### config.mk
export PLATFORM = sky130hd
export DESIGN_NAME = fetch_stage_flat
export DESIGN_NICKNAME = d
export VERILOG_FILES = /design/src/rtl/core_pkg.sv /design/src/rtl/fetch_stage_if.sv /design/src/rtl/fetch_stage.sv /design/src/flat_wrapper.sv
export SDC_FILE = /design/constraint.sdc
export NUM_CORES = 1
export LEC_CHECK = 0
export ABC_AREA = 1
export BUFFER_PORTS_ARGS = -buffer_cell sky130_fd_sc_hd__buf_2
export CAP_MARGIN = 20
export CORE_MARGIN = 3
export CORE_UTILIZATION = 45
export CTS_CLUSTER_DIAMETER = 200
export DETAILED_ROUTE_END_ITERATION = 10
export GPL_TIMING_DRIVEN = 0
export PLACE_DENSITY = 0.76
export RECOVER_POWER = 25
export SLEW_MARGIN = 20
export SYNTH_ARGS = -nofsm -noshare
export SYNTH_HDL_FRONTEND = slang
export SYNTH_SLANG_ARGS = --single-unit
### constraint.sdc
create_clock -name clk -period 1.6 [get_ports clk]
set_input_delay 0.16 -clock clk [delete_from_list [all_inputs] [get_ports clk]]
set_output_delay 0.16 -clock clk [all_outputs]
set_load 0.02 [all_outputs]
### src/rtl/core_pkg.sv
// core_pkg: definitions shared by every consumer of the core's four-phase sequencer.
//   PH_*             bit positions inside the one-hot phase vector {s1,s2,s3,s4}
//   INSTR_BYTES      size of one instruction word in bytes (PC increment)
//   RESET_PC_DEFAULT default architectural PC after reset
//   phase_is_legal() true when at most one phase bit is set (idle or one-hot)
package core_pkg;

   localparam int unsigned PH_FETCH  = 3;
   localparam int unsigned PH_LATCH  = 2;
   localparam int unsigned PH_EXEC   = 1;
   localparam int unsigned PH_RETIRE = 0;

   localparam int unsigned INSTR_BYTES = 4;

   localparam logic [31:0] RESET_PC_DEFAULT = 32'h0000_0000;

   // Clearing the lowest set bit leaves zero only for idle or one-hot vectors.
   function automatic logic phase_is_legal(input logic [3:0] ph);
      return (ph & (ph - 4'd1)) == 4'd0;
   endfunction

endpackage

### src/rtl/fetch_stage_if.sv
// fetch_stage_if: instruction-memory read port.
//   imem_en    read enable, driven by the fetch stage
//   imem_addr  read address, driven by the fetch stage
//   imem_rdata read data, returned by memory one cycle after imem_en
// Modports: master = fetch stage side, slave = memory side.
interface fetch_stage_if #(
   parameter int unsigned ADDR_W = 32,
   parameter int unsigned DATA_W = 32
);

   logic              imem_en;
   logic [ADDR_W-1:0] imem_addr;
   logic [DATA_W-1:0] imem_rdata;

   modport master (
      output imem_en,
      output imem_addr,
      input  imem_rdata
   );

   modport slave (
      input  imem_en,
      input  imem_addr,
      output imem_rdata
   );

endinterface

### src/rtl/fetch_stage.sv
// fetch_stage: instruction fetch driven by the one-hot phase sequencer.
// Issues the memory read in s1, captures the word in s2, advances or redirects the PC in s4.
// Ports:
//   clk, rst_n        clock, asynchronous active-low reset
//   phase             one-hot {s1,s2,s3,s4}, bit3 = s1; zero = idle
//   redirect, redirect_target, halt_req   control, sampled only in s4
//   imem              instruction-memory read port (master side)
//   instr, instr_pc, instr_valid          instruction register for decode
//   pc, halted        architectural PC and halt state
//   phase_err         sticky: more than one phase bit seen
//   misalign_err      sticky: redirect target with nonzero low bits
//   fetch_count       words latched, wrapping
module fetch_stage
   import core_pkg::*;
#(
   parameter int unsigned       ADDR_W   = 32,
   parameter int unsigned       DATA_W   = 32,
   parameter logic [ADDR_W-1:0] RESET_PC = ADDR_W'(RESET_PC_DEFAULT),
   parameter int unsigned       COUNT_W  = 32
) (
   input  logic               clk,
   input  logic               rst_n,
   input  logic [3:0]         phase,
   input  logic               redirect,
   input  logic [ADDR_W-1:0]  redirect_target,
   input  logic               halt_req,
   fetch_stage_if.master      imem,
   output logic [DATA_W-1:0]  instr,
   output logic [ADDR_W-1:0]  instr_pc,
   output logic               instr_valid,
   output logic [ADDR_W-1:0]  pc,
   output logic               halted,
   output logic               phase_err,
   output logic               misalign_err,
   output logic [COUNT_W-1:0] fetch_count
);

   logic [ADDR_W-1:0]  pc_q, pc_d;
   logic [DATA_W-1:0]  instr_q, instr_d;
   logic [ADDR_W-1:0]  instr_pc_q, instr_pc_d;
   logic               instr_valid_q, instr_valid_d;
   logic               halted_q, halted_d;
   logic               phase_err_q, phase_err_d;
   logic               misalign_err_q, misalign_err_d;
   logic [COUNT_W-1:0] count_q, count_d;
   logic               pending_q, pending_d;

   logic phase_ok;
   logic imem_en_w;
   logic do_latch;
   logic do_retire;

   always_comb begin
      phase_ok  = phase_is_legal(phase);
      imem_en_w = phase[PH_FETCH] & ~halted_q & ~phase_err_q;
      // Memory data is only valid in the cycle directly after the read was issued.
      do_latch  = phase_ok & phase[PH_LATCH] & pending_q;
      do_retire = phase_ok & phase[PH_RETIRE] & ~halted_q;
   end

   always_comb begin
      pc_d           = pc_q;
      instr_d        = instr_q;
      instr_pc_d     = instr_pc_q;
      instr_valid_d  = instr_valid_q;
      halted_d       = halted_q;
      phase_err_d    = phase_err_q;
      misalign_err_d = misalign_err_q;
      count_d        = count_q;
      // A malformed phase cycle must not leave a read outstanding.
      pending_d      = imem_en_w & phase_ok;

      if (!phase_ok) begin
         phase_err_d = 1'b1;
      end

      if (do_latch) begin
         instr_d       = imem.imem_rdata;
         instr_pc_d    = pc_q;
         instr_valid_d = 1'b1;
         count_d       = count_q + COUNT_W'(1);
      end

      if (do_retire) begin
         if (redirect) begin
            pc_d = {redirect_target[ADDR_W-1:2], 2'b00};
            if (|redirect_target[1:0]) begin
               misalign_err_d = 1'b1;
            end
         end else begin
            pc_d = pc_q + ADDR_W'(INSTR_BYTES);
         end
         if (halt_req) begin
            halted_d      = 1'b1;
            instr_valid_d = 1'b0;
         end
      end
   end

   always_ff @(posedge clk or negedge rst_n) begin
      if (!rst_n) begin
         pc_q           <= RESET_PC;
         instr_q        <= '0;
         instr_pc_q     <= '0;
         instr_valid_q  <= 1'b0;
         halted_q       <= 1'b0;
         phase_err_q    <= 1'b0;
         misalign_err_q <= 1'b0;
         count_q        <= '0;
         pending_q      <= 1'b0;
      end else begin
         pc_q           <= pc_d;
         instr_q        <= instr_d;
         instr_pc_q     <= instr_pc_d;
         instr_valid_q  <= instr_valid_d;
         halted_q       <= halted_d;
         phase_err_q    <= phase_err_d;
         misalign_err_q <= misalign_err_d;
         count_q        <= count_d;
         pending_q      <= pending_d;
      end
   end

   assign imem.imem_en   = imem_en_w;
   assign imem.imem_addr = pc_q;
   assign instr          = instr_q;
   assign instr_pc       = instr_pc_q;
   assign instr_valid    = instr_valid_q;
   assign pc             = pc_q;
   assign halted         = halted_q;
   assign phase_err      = phase_err_q;
   assign misalign_err   = misalign_err_q;
   assign fetch_count    = count_q;

endmodule
### src/flat_wrapper.sv
// flat-port wrapper written by rule: the top's interface ports become plain ports
module fetch_stage_flat import core_pkg::*;
#(
   parameter int unsigned       ADDR_W   = 32,
   parameter int unsigned       DATA_W   = 32,
   parameter logic [ADDR_W-1:0] RESET_PC = ADDR_W'(RESET_PC_DEFAULT),
   parameter int unsigned       COUNT_W  = 32
)
  (clk, rst_n, phase, redirect, redirect_target, halt_req, instr, instr_pc, instr_valid, pc, halted, phase_err, misalign_err, fetch_count, imem_imem_en, imem_imem_addr, imem_imem_rdata);
  fetch_stage_if #(.ADDR_W(ADDR_W), .DATA_W(DATA_W)) imem_i ();
  input  logic clk;
  input  logic rst_n;
  input  logic [3:0] phase;
  input  logic redirect;
  input  logic [ADDR_W-1:0] redirect_target;
  input  logic halt_req;
  output logic [DATA_W-1:0] instr;
  output logic [ADDR_W-1:0] instr_pc;
  output logic instr_valid;
  output logic [ADDR_W-1:0] pc;
  output logic halted;
  output logic phase_err;
  output logic misalign_err;
  output logic [COUNT_W-1:0] fetch_count;
  output wire logic [$bits(imem_i.imem_en)-1:0] imem_imem_en;
  output wire logic [$bits(imem_i.imem_addr)-1:0] imem_imem_addr;
  input wire logic [$bits(imem_i.imem_rdata)-1:0] imem_imem_rdata;
  assign imem_imem_en = imem_i.imem_en;
  assign imem_imem_addr = imem_i.imem_addr;
  assign imem_i.imem_rdata = imem_imem_rdata;
  fetch_stage #(.ADDR_W(ADDR_W), .DATA_W(DATA_W), .RESET_PC(RESET_PC), .COUNT_W(COUNT_W)) u_core (.clk(clk), .rst_n(rst_n), .phase(phase), .redirect(redirect), .redirect_target(redirect_target), .halt_req(halt_req), .imem(imem_i), .instr(instr), .instr_pc(instr_pc), .instr_valid(instr_valid), .pc(pc), .halted(halted), .phase_err(phase_err), .misalign_err(misalign_err), .fetch_count(fetch_count));
endmodule
==> run summary, run 1 <==
area grow syn2layout - 38.18%
gr ovfl total - 0
floorplan core area - 15480 sq um
Required @ worst endpoint - 1.92 ns
share of cells above drive strength 1 - 32.46%
Residual DRC - 0
met1 usage - 32.09%
Die H - 132.9 um
total die area - 17650 sq um
First-pass DRT Iterations - 5
I/O pins - 237
Worst EP arrival - 1.89 ns
synthesized flop and latch total - 129
Nets - 1397
initial detailed-routing violation count - 440
Placer Congestion - 0.9398
Final ANT Viol Nets - 0
post-synthesis cell count - 1008
Clock Sinks - 129
Worst Hold Class - input pin to flip-flop
clock share of power - 51.1%
P_sw - 1.609 mW
Routed WL per cell - 15.02 um
first-pass GRT wire length - 36760 um
n_diodes - 0
Post-DP HPWL - 16540 um
Initial Util - 46.77%
setup TNS - 0 ns
Clock transition at path regs - 0.06 ns
Max-Cap Viols - 0
critical path type - flip-flop to flip-flop
Max-Slew Margin vs Limit - 46.00%
total number of vias - 7612
TritonCTS clock tree - built
PwrDens - 759.4 nW/um^2
Final Setup Violations - 0
worst-path fanout max - 6
CTS Buffer Depth - 2
library cells used by synthesis - 35
Buffers on Ports - 229
leak pwr - 5.421 nW
GR Layer Usage met3 - 6.388%
worst slew pin tran - 0.8099 ns
die width - 132.9 um
RSZ-0062 raised after global routing - true
WL final - 23200 um
Sw Ratio - 21.18%
Highest Clock Rate - 0.6353 GHz
Slew Viols, Final - 0
FP Rows - 45
final core occ - 64.63%
part of the power in registers - 43.4%
Syn. warnings - 0
DR vias/cell - 4.927
final hold vios - 0
worst clock skew - 0.008620 ns
initial antenna violation count - 1
synthesized cell area - 7242 sq um
element type at the critical path end - flip-flop
post-layout min period - 1.574 ns
fraction of the cycle the final worst path needs - 98.38%
root buf cell - clkbuf_16
Combinational Power Share - 5.6%
H-tree depth - 4
vias in the first global route - 7384
Skew-Pair Late Insertion Delay - 0.42 ns
Int Pwr - 5.990 mW
crit start category - flip-flop
GRT Max-Usage Layer - met2
VDD IR max - 0.7951 mV
grt met2 use - 44.30%
clock buffer count from CTS - 17
status - finished, final reports clean
syn_area_per_cell - 7.184 sq um
post-synthesis sequential area ratio - 44.57%
largest net degree at the start of global routing - 88
Global Route Usage Sum - 25.89%
-- power groups by stage --
| stage | sequential (mW) | clock, mW | combinational, mW |
|---|---|---|---|
| 2_1_floorplan | 3.38 | 0 | 0.112 |
| 3_3_place_gp | 3.35 | 0 | 0.341 |
| 3_5_place_dp | 3.35 | 0 | 0.354 |
| 4_1_cts | 3.30 | 3.93 | 0.422 |
| 5_1_grt | 3.30 | 4.07 | 0.467 |
| 6_report | 3.30 | 3.88 | 0.423 |
-- worst paths after layout --
kind                                                      start                                    end  slack (ns)  cells after the start
setup / recovery           u_core.imem.imem_addr[3]$_DFFE_PN0N_  u_core.imem.imem_addr[23]$_DFFE_PN0N_        0.03                     11
hold / removal                                         phase[3]             u_core.pending_q$_DFF_PN0_        0.02                      3
setup reg to reg           u_core.imem.imem_addr[3]$_DFFE_PN0N_  u_core.imem.imem_addr[23]$_DFFE_PN0N_        0.03                     11
hold reg to reg                    u_core.instr[21]$_DFFE_PN0P_           u_core.instr[21]$_DFFE_PN0P_        0.47                      2
max in group asynchronous                                 rst_n  u_core.imem.imem_addr[18]$_DFFE_PN0N_        0.24                      3
min in group asynchronous                                 rst_n      u_core.fetch_count[6]$_DFFE_PN0P_        0.21                      2
-- cells by family (layout without fill, tap and decap cells) --
logic type      after synthesis  after routing  synth area share, %
simple gates                613            613                35.80
buf+inv                     157            478                10.69
flops                       129            129                44.58
compound gates               88             88                6.358
xor+xnor                     18             18                2.177
fa+ha+maj                     2              2               0.3455
other cells                   1              6              0.05178
-- critical path, stage by stage (launching register included) --
cell     delay [ns]
dfrtp_2        0.39
buf_6          0.13
nand2_4        0.06
nor2_4         0.18
nand2_4        0.10
nor2_8         0.17
buf_6          0.14
nand4_1        0.08
nand2_1        0.07
nand2_1        0.06
nand2_1        0.05
inv_1          0.03
-- synth_stat cells --
cell	count	area, sq um
a31oi_1	1	6.260
dfrtp_1	129	3228
o21ai_0	50	250.2
nor3_2	3	30.03
o211ai_1	1	7.510
clkbuf_1	9	33.78
a21oi_1	18	90.09
conb_1	1	3.750
buf_6	2	22.52
o21ai_2	1	8.760
buf_2	16	80.08
nand2_1	423	1588
nand2_4	3	33.78
o21ai_1	12	60.06
nand2_2	7	43.79
nand3_2	3	30.03
inv_1	80	300.3
nor2_8	1	20.02
a22oi_1	1	7.510
nor2_1	95	356.6
ha_1	2	25.02
xor2_1	11	96.34
buf_4	40	300.3
inv_2	10	37.54
o21a_1	2	15.01
nor3_1	5	25.02
o21bai_1	1	7.510
nand4_1	9	56.30
a21o_1	1	7.510
nor2_2	8	50.05
or2_2	2	12.51
nor2_4	9	101.4
nand3_1	37	185.2
xnor2_1	7	61.31
nand3b_1	8	60.06
-- metal layers --
metal / vias up / share of wire (%)
met5: - / 0.034
met4: 2 / 2.2
met3: 48 / 8.2
met2: 359 / 48
met1: 3488 / 41
li1: 3715 / -
-- final cells by class --
class | instances | area, sq um
Fill cell | 1324 | 5477
Clock inverter | 4 | 72.57
Tap cell | 211 | 264.0
Buffer | 67 | 441.7
Timing Repair Buffer | 291 | 1724
Sequential cell | 129 | 3257
Inverter | 90 | 337.8
Multi-Input combinational cell | 727 | 3391
Clock buffer | 26 | 519.2
-- timing repair --
item                                    in CTS  in global routing
gates resized for setup                      7                 60
hold buffers                                35                  0
hold endpoints to repair                    76                  0
endpoints found under the setup margin      15                 39
setup buffers                                3                 23
pin swaps                                    2                 13
-- per-stage QoR --
| stage | worst slack, ns | power [mW] | cell area [sq um] | hold WS [ns] | instances |
|---|---|---|---|---|---|
| global placement | -1.363 | 3.694 | 8671 | 0.3536 | 1453 |
| CTS | 0.005499 | 7.650 | 9696 | 0.004486 | 1522 |
| finish | 0.02600 | 7.599 | 10010 | 0.01590 | 1545 |
| detailed placement | -0.3361 | 3.707 | 8708 | 0.06859 | 1454 |
| floorplan | 0.005279 | 3.489 | 7261 | -0.1356 | 1013 |
| global route | -0.08217 | 7.837 | 10010 | 0.03436 | 1545 |
-- layout by cell type (no fill, tap or decap), drive strengths merged, types with 7 or more instances in the layout --
master       instances
dfrtp              129
nor2               113
buf                313
nand4                9
xnor2                7
nand3b               8
clkbuf              36
a21oi               18
nand3               40
inv                 90
dlygate4sd3         35
nand2              433
o21ai               63
nor3                 8
xor2                11
-- flip-flops by register name, summed over array words and instances, names as in the netlist --
register / cells
u_core.instr: 32
u_core.misalign_err: 1
u_core.pending_q: 1
u_core.imem.imem_addr: 30
u_core.phase_err: 1
u_core.instr_valid: 1
u_core.halted: 1
u_core.instr_pc: 30
u_core.fetch_count: 32
Power figures use the tool's default switching activity.
==> inputs of run 2 (changes only) <==
==> constraint.sdc (replaced) <==
create_clock -name clk -period 1.61 [get_ports clk]
set_input_delay 0.161 -clock clk [delete_from_list [all_inputs] [get_ports clk]]
set_output_delay 0.161 -clock clk [all_outputs]
set_load 0.02 [all_outputs]
==> run summary, run 2 (synthesis gave the netlist of run 1 again) <==
status - finished, final reports clean
most common cell after layout, fill and taps aside - nand2_1
P_sw - 1.594 mW
Worst EP arrival - 1.88 ns
Max-Cap Viols - 0
Crit path largest cell delay - 0.41 ns
setup TNS - 0 ns
fraction of the cycle the final worst path needs - 97.65%
Worst Hold Class - input pin to flip-flop
Global Route Usage Sum - 25.88%
DR vias/cell - 4.888
Clock Sinks - 129
final core occ - 64.36%
Skew-Pair Late Insertion Delay - 0.42 ns
RSZ-0062 raised after global routing - true
crit start category - flip-flop
clock share of power - 51.0%
First-pass DRT Iterations - 5
Routed WL per cell - 15.10 um
Initial Util - 46.77%
Final Setup Violations - 0
post-layout min period - 1.572 ns
Required @ worst endpoint - 1.92 ns
most used cell, CP - nand2_1
WL final - 23290 um
Int Pwr - 5.953 mW
element type at the critical path end - flip-flop
floorplan core area - 15480 sq um
Buffers on Ports - 229
Residual DRC - 0
leak pwr - 5.403 nW
critical path type - flip-flop to flip-flop
share of cells above drive strength 1 - 31.93%
critical path's slowest cell - dfrtp_1
Combinational Power Share - 5.6%
worst clock skew - 0.006301 ns
vias in the first global route - 7379
area grow syn2layout - 37.60%
part of the power in registers - 43.4%
worst reg2reg path startpoint - u_core.imem.imem_addr[2]$_DFFE_PN0N_
Post-DP HPWL - 16540 um
Placer Congestion - 0.9398
final setup margin - 0.03791 ns
n_diodes - 0
VDD IR max - 0.7861 mV
CP startpoint - u_core.imem.imem_addr[2]$_DFFE_PN0N_
pre-CTS setup slack - -0.3261 ns
total die area - 17650 sq um
Max-Slew Margin vs Limit - 45.71%
initial detailed-routing violation count - 407
design area - 9965 sq um
area of placed instances - 8708 sq um
Final ANT Viol Nets - 0
Sw Ratio - 21.13%
first-pass GRT wire length - 36740 um
fin cells - 1542
final hold vios - 0
root buf cell - clkbuf_16
Die H - 132.9 um
total number of vias - 7538
TritonCTS clock tree - built
Tot Pwr - 7.547 mW
die width - 132.9 um
gr ovfl total - 0
PwrDens - 757.4 nW/um^2
Clock transition at path regs - 0.05 ns
FP Rows - 45
CTS Buffer Depth - 2
Highest Clock Rate - 0.6361 GHz
H-tree depth - 4
Final Hold Slack - 0.02067 ns
clock buffer count from CTS - 17
largest net degree at the start of global routing - 88
Slew Viols, Final - 0
initial antenna violation count - 1
Nets - 1394
placed cells - 1454
CP cell instances - ha_4 -> nand3_4 -> inv_2 -> nand2_4 -> nor2_4 -> nand2_2 -> o21ai_1 -> nand2_1 -> nand2_1 -> inv_1
I/O pins - 237
worst slew pin tran - 0.8144 ns
worst-path fanout max - 6
hold path startpoint - phase[3]
most frequent cells in the layout - 421 x nand2_1, 242 x buf_2, 105 x dfrtp_1
==> run 2: critical path: cells and delay by family, from the launching register on <==
| family | cells | cell delay [ns] |
|---|---|---|
| compound gates | 1 | 0.12 |
| simple gates | 6 | 0.64 |
| buf+inv | 2 | 0.12 |
| fa+ha+maj | 1 | 0.17 |
| flops | 1 | 0.41 |
==> run 2: layout make-up <==
| class | instances | area (sq um) |
|---|---|---|
| Clock inverter | 4 | 72.57 |
| Fill cell | 1344 | 5519 |
| Clock buffer | 26 | 519.2 |
| Buffer | 67 | 441.7 |
| Timing Repair Buffer | 287 | 1687 |
| Inverter | 90 | 337.8 |
| Multi-Input combinational cell | 728 | 3385 |
| Tap cell | 211 | 264.0 |
| Sequential cell | 129 | 3258 |
==> run 2: timing repair <==
action                                  CTS  global route
buffers inserted                          2            20
endpoints found under the setup margin   15            34
hold endpoints to repair                 76             0
pin swaps                                 1            10
hold buffers                             35             0
gates cloned                              0             1
resized for setup                         5            51
==> run 2: power by group through the flow <==
stage               logic [mW]  registers [mW]  clock network [mW]
floorplan                0.111            3.36                   0
global placement         0.339            3.33                   0
detailed placement       0.352            3.33                   0
CTS                      0.420            3.28                3.91
global route             0.466            3.28                4.05
finish                   0.421            3.28                3.85
==> run 2: path summary, 6_finish.rpt <==
| check | to | slack (ns) | cells past startpoint |
|---|---|---|---|
| max | u_core.imem.imem_addr[22]$_DFFE_PN0N_ | 0.04 | 10 |
| min in group asynchronous | u_core.fetch_count[6]$_DFFE_PN0P_ | 0.21 | 2 |
| min reg2reg | u_core.instr[23]$_DFFE_PN0P_ | 0.47 | 2 |
| min | u_core.pending_q$_DFF_PN0_ | 0.02 | 3 |
| max reg2reg | u_core.imem.imem_addr[22]$_DFFE_PN0N_ | 0.04 | 10 |
| max in group asynchronous | u_core.imem.imem_addr[18]$_DFFE_PN0N_ | 0.25 | 3 |
==> run 2: layer usage <==
| metal | global-route usage [%] | share of wire (%) |
|---|---|---|
| met4 | 8.487 | 1.8 |
| met3 | 6.388 | 7.6 |
| met5 | 0 | 0.064 |
| met1 | 32.07 | 42 |
| met2 | 44.30 | 49 |
